### src/rtl/timer_bank.sv
// Bank of independent prescaled up/down timers with sticky done/overrun flags.
// Commands address one channel at a time; done_ack clears flags even while frozen.
module timer_bank #(
  parameter  int CHANNELS = 4,
  parameter  int WIDTH    = 16,
  parameter  int PRE_W    = 8,
  localparam int SEL_W    = (CHANNELS > 1) ? $clog2(CHANNELS) : 1
) (
  input  logic                clk,
  input  logic                rst_n,
  input  logic                enable,
  input  logic [SEL_W-1:0]    sel,
  input  logic                set,
  input  logic                stop,
  input  logic                direction,
  input  logic                auto_reload,
  input  logic [WIDTH-1:0]    count,
  input  logic [PRE_W-1:0]    prescale,
  input  logic [CHANNELS-1:0] done_ack,
  output logic [CHANNELS-1:0] done,
  output logic [CHANNELS-1:0] overrun,
  output logic [CHANNELS-1:0] running,
  output logic                irq
);

  logic [WIDTH-1:0]    cnt_q [CHANNELS];
  logic [WIDTH-1:0]    cnt_d [CHANNELS];
  logic [WIDTH-1:0]    rld_q [CHANNELS];
  logic [WIDTH-1:0]    rld_d [CHANNELS];
  logic [PRE_W-1:0]    pre_q [CHANNELS];
  logic [PRE_W-1:0]    pre_d [CHANNELS];
  logic [PRE_W-1:0]    pval_q [CHANNELS];
  logic [PRE_W-1:0]    pval_d [CHANNELS];
  logic [CHANNELS-1:0] dir_q, dir_d;
  logic [CHANNELS-1:0] arl_q, arl_d;
  logic [CHANNELS-1:0] run_q, run_d;
  logic [CHANNELS-1:0] done_q, done_d;
  logic [CHANNELS-1:0] ovr_q, ovr_d;

  logic [CHANNELS-1:0] set_hit, stop_hit, tick, step, at_term;

  // Command decode; an out-of-range sel matches no channel.
  always_comb begin
    set_hit  = '0;
    stop_hit = '0;
    tick     = '0;
    step     = '0;
    at_term  = '0;
    for (int i = 0; i < CHANNELS; i++) begin
      set_hit[i]  = enable && set && (int'(sel) == i);
      stop_hit[i] = enable && stop && !set && (int'(sel) == i);
      tick[i]     = enable && run_q[i] && !set_hit[i] && !stop_hit[i];
      step[i]     = tick[i] && (pre_q[i] == '0);
      at_term[i]  = (cnt_q[i] == {WIDTH{dir_q[i]}});
    end
  end

  always_comb begin
    cnt_d  = cnt_q;
    rld_d  = rld_q;
    pre_d  = pre_q;
    pval_d = pval_q;
    dir_d  = dir_q;
    arl_d  = arl_q;
    run_d  = run_q;
    done_d = done_q;
    ovr_d  = ovr_q;
    for (int i = 0; i < CHANNELS; i++) begin
      if (set_hit[i]) begin
        cnt_d[i]  = count;
        rld_d[i]  = count;
        pre_d[i]  = prescale;
        pval_d[i] = prescale;
        dir_d[i]  = direction;
        arl_d[i]  = auto_reload;
        run_d[i]  = 1'b1;
        done_d[i] = 1'b0;
        ovr_d[i]  = 1'b0;
      end else begin
        if (done_ack[i]) begin
          done_d[i] = 1'b0;
          ovr_d[i]  = 1'b0;
        end
        if (stop_hit[i]) begin
          run_d[i] = 1'b0;
        end else if (tick[i] && !step[i]) begin
          pre_d[i] = pre_q[i] - PRE_W'(1);
        end else if (step[i]) begin
          pre_d[i] = pval_q[i];
          if (at_term[i]) begin
            // Terminal beats a same-cycle ack; overrun reflects the flag before this edge.
            done_d[i] = 1'b1;
            ovr_d[i]  = ovr_q[i] | done_q[i];
            if (arl_q[i]) cnt_d[i] = rld_q[i];
            else          run_d[i] = 1'b0;
          end else if (dir_q[i]) begin
            cnt_d[i] = cnt_q[i] + WIDTH'(1);
          end else begin
            cnt_d[i] = cnt_q[i] - WIDTH'(1);
          end
        end
      end
    end
  end

  always_ff @(posedge clk or negedge rst_n) begin
    if (!rst_n) begin
      for (int i = 0; i < CHANNELS; i++) begin
        cnt_q[i]  <= '0;
        rld_q[i]  <= '0;
        pre_q[i]  <= '0;
        pval_q[i] <= '0;
      end
      dir_q  <= '0;
      arl_q  <= '0;
      run_q  <= '0;
      done_q <= '0;
      ovr_q  <= '0;
    end else begin
      cnt_q  <= cnt_d;
      rld_q  <= rld_d;
      pre_q  <= pre_d;
      pval_q <= pval_d;
      dir_q  <= dir_d;
      arl_q  <= arl_d;
      run_q  <= run_d;
      done_q <= done_d;
      ovr_q  <= ovr_d;
    end
  end

  assign done    = done_q;
  assign overrun = ovr_q;
  assign running = run_q;
  assign irq     = |done_q;

endmodule

### config.mk
export PLATFORM = sky130hd
export DESIGN_NAME = timer_bank
export DESIGN_NICKNAME = d
export VERILOG_FILES = /design/src/rtl/timer_bank.sv
export SDC_FILE = /design/constraint.sdc
export NUM_CORES = 1
export LEC_CHECK = 0
export CORE_ASPECT_RATIO = 1.4
export CORE_UTILIZATION = 31
export CTS_BUF_LIST = sky130_fd_sc_hd__clkbuf_4
export DETAILED_ROUTE_END_ITERATION = 10
export SETUP_SLACK_MARGIN = 0.2
export SLEW_MARGIN = 25
export SYNTH_ARGS = -nofsm -noshare
export SYNTH_HDL_FRONTEND = slang
export SYNTH_SLANG_ARGS = --single-unit
### constraint.sdc
create_clock -name clk -period 3.9 [get_ports clk]
set_input_delay 0.78 -clock clk [delete_from_list [all_inputs] [get_ports clk]]
set_output_delay 0.78 -clock clk [all_outputs]
set_load 0.05 [all_outputs]
==> flow_metrics.py <==
metrics = {
    "status": {
        "status": "complete, no violations",
    },
    "setup_path": {
        "path_max_fanout": 4,
        "ff2ff_setup_slack_ns": 0.53,
        "critical_path_class": "reg -> out",
        "rr_endpoint": "cnt_q[40]",
        "r2r_cells": 8,
        "start_kind": "flop",
        "critPathRequiredTime_ns": 3.12,
        "worstReg2RegStart": "dir_q[1]",
        "end_kind": "output pin",
        "arrival_ns": 2.59,
    },
    "synthesis": {
        "async_flop_share_pct": 100.0,
        "synth_largest_area_cell": "dfrtp_1",
        "yosys_warnings": 0,
        "synth-edff-count": 0,
        "yosysUniqueCellTypes": 90,
        "synth_top_cells_by_area": "dfrtp_1 (40%), nand2_1 (12%), ha_1 (6.0%)",
        "synth_most_common_cell": "nand2_1",
        "synth_common_cells": "nand2_1 (434), dfrtp_1 (212), o21ai_0 (125)",
        "syn-cell-area_sq_um": 13300,
        "syn_area_per_cell_sq_um": 8.185,
        "postSynthCellCount": 1625,
        "synth-seq-cells": 212,
        "seq_area_frac_synth_pct": 39.89,
        "synthFlopType": "dfrtp_1",
        "syn_nets": 1730,
        "netlist.area_leader.share_pct": 39.89,
    },
    "grt": {
        "grt_max_degree": 113,
        "antenna_found_initial": 4,
        "track_usage_pct": 19.01,
        "grt_pass1_vias": 12370,
        "grt_pass1_wl_mm": 65.68,
        "gr-total-overflow": 0,
    },
    "layout": {
        "finalNetCount": 1792,
        "drive_gt1_share_pct": 9.422,
        "area_delta_synth_final_pct": 13.94,
        "fill_cells": 4301,
    },
    "route": {
        "totalWireLength_mm": 40.53,
        "vias": 12270,
        "avgViaCountPerCell": 5.382,
        "dr.pass1.iters": 5,
        "ant_nets": 0,
        "drc": 0,
        "drtIter0Drc": 828,
        "wire_per_inst_microns": 17.78,
    },
    "placed_design": {
        "gp_congestion": 0.9341,
        "port_buffers": 49,
        "place.detailed.hpwl_mm": 28.92,
    },
    "sta": {
        "final_max_slew_viol_count": 0,
        "fin_crit_ns": 3.374,
        "fmax_ghz": 0.2964,
        "setup_tns_ns": 0,
        "setup_viol": 0,
        "fin_skew_ns": 0.04135,
        "worst_pin_slew_ns": 0.7380,
        "rsz0062_at_grt": "no",
        "hold_viol": 0,
        "max-slew-margin-rel_pct": 50.62,
        "fin_crit_sh_pct": 86.51,
    },
    "flow_run": {
        "maxCapViolCount": 0,
    },
    "floorplanning": {
        "dieArea_sq_um": 43750,
        "io_pins": 50,
        "dieHeight_microns": 247.1,
        "coreArea_sq_um": 42200,
        "die_x_microns": 177.1,
        "start_util_pct": 31.51,
        "rows": 89,
    },
    "pwr": {
        "power.total_mw": 10.63,
        "ir_drop_v": 0.0001932,
        "power_density_nw_per_um2": 701.7,
        "p_leak_nw": 6.814,
    },
    "clocking": {
        "postCtsSetupRepairBufs": 0,
        "cts_max_level": 2,
        "cts_tree": "built",
        "root_buffer": "clkbuf_4",
        "clk_latency_ns": 0.73,
        "clk_pin_slew_ns": 0.06,
        "cts_made_buffers": 55,
        "clockBufferDepth": 3,
        "cts.sinks": 212,
    },
    "min_path": {
        "min_path_type": "in -> async",
    },
}
## placed cells by master (no fill, tap or decap), types with 5 or more instances in the layout
cell type        instances
a221oi_1                 5
nand2_1                434
clkbuf_4                72
a21o_1                  15
or4_1                    5
xnor2_1                  8
a211oi_1                17
o21a_1                  14
clkdlybuf4s50_1         48
o21ai_0                125
buf_4                   31
nand4_1                  9
a31o_2                   5
inv_1                   40
xor2_1                  22
o221ai_1                10
nor3b_1                  6
a22oi_1                  5
nand3_1                 30
o22ai_1                 20
ha_1                    64
nand2b_1                14
nor3_1                  29
clkinv_1                19
mux2i_1                 10
nor2b_1                 11
clkinv_2                 5
mux2_2                   7
o31ai_1                  9
a31oi_1                 27
dfrtp_1                212
or3_1                    7
a21oi_1                119
nor2_1                 108
o211ai_1                34
and3_1                  10
nor4_1                   9
a41oi_1                  6
## worst max-delay path, stage by stage, from the launching register on
cell	delay, ns
dfrtp_1	0.51
or4_1	0.64
clkdlybuf4s50_1	0.75
## final cells by class
| type | count | area, sq um | area share [%] |
|---|---|---|---|
| timing repair buffer | 84 | 808.3 | 5.334 |
| tap | 546 | 683.2 | 4.508 |
| clock buffer | 72 | 540.5 | 3.567 |
| antenna | 4 | 10.01 | 0.06605 |
| inverter | 40 | 150.1 | 0.9908 |
| clock inverter | 28 | 167.7 | 1.106 |
| multi-input combinational | 1294 | 7490 | 49.42 |
| sequential | 212 | 5305 | 35.01 |
## through the flow
stage               instances  hold slack [ns]  utilization (%)  instance area (sq um)  setup WS, ns
floorplan                1625           0.4323                -                  13300         1.197
global placement         2176           0.4470            34.21                  14440        0.4862
detailed placement       2176           0.4547            34.21                  14440        0.4476
CTS                      2276          0.06673            35.88                  15140        0.4843
global route             2280          0.09812            35.91                  15150        0.3823
finish                   2280          0.08598            35.91                  15150        0.5262
## cell families (layout without fill, tap and decap cells)
logic type                 count (synthesis)  after routing  synth area share [%]
and+or+nand+nor                          711            711                 23.50
AOI/OAI and AO/OA                        468            468                 22.64
DFF                                      212            212                 39.89
buffers and inverters                    119            224                 4.026
adders and majority gates                 68             68                 6.623
xor gates and xnor gates                  30             30                 1.976
muxes                                     17             17                 1.345
other                                      0              4                     0
## worst max-delay path by stage
stage / startpoint / to / cells past startpoint
after global placement: stop / cnt_q[37] / 7
after floorplan: dir_q[1] / cnt_q[43] / 9
after detailed placement: sel[0] / cnt_q[37] / 7
after global routing: dir_q[1] / cnt_q[40] / 8
final: done[1] / irq / 2
after CTS: done[1] / irq / 2
## sequential cells by signal (all words and copies together), names as in the netlist
register,cells
arl_q,4
cnt_q,64
dir_q,4
done,4
overrun,4
pre_q,32
pval_q,32
rld_q,64
running,4
## per-layer routing
| layer | vias up | wire [microns] | GRT usage, % |
|---|---|---|---|
| li1 | 5961 | - | - |
| met1 | 5894 | 16450 | 22.03 |
| met2 | 321 | 20500 | 33.90 |
| met3 | 96 | 1819 | 2.583 |
| met4 | 0 | 1759 | 9.457 |
| met5 | - | 0 | 0 |
## power by group
group | leakage (nW) | total (mW) | internal, mW | switching (mW)
clock network | 0.413 | 1.99 | 1.00 | 0.987
registers | 2.60 | 3.40 | 2.86 | 0.543
logic | 3.80 | 5.25 | 2.23 | 3.02
## what timing repair did
item                       4_1_cts  5_1_grt
setup endpoints to repair        0        2
resized for setup                0        1
hold endpoints to repair         0        0
hold buffers                     0        0
(Power assumes the default switching activity.)
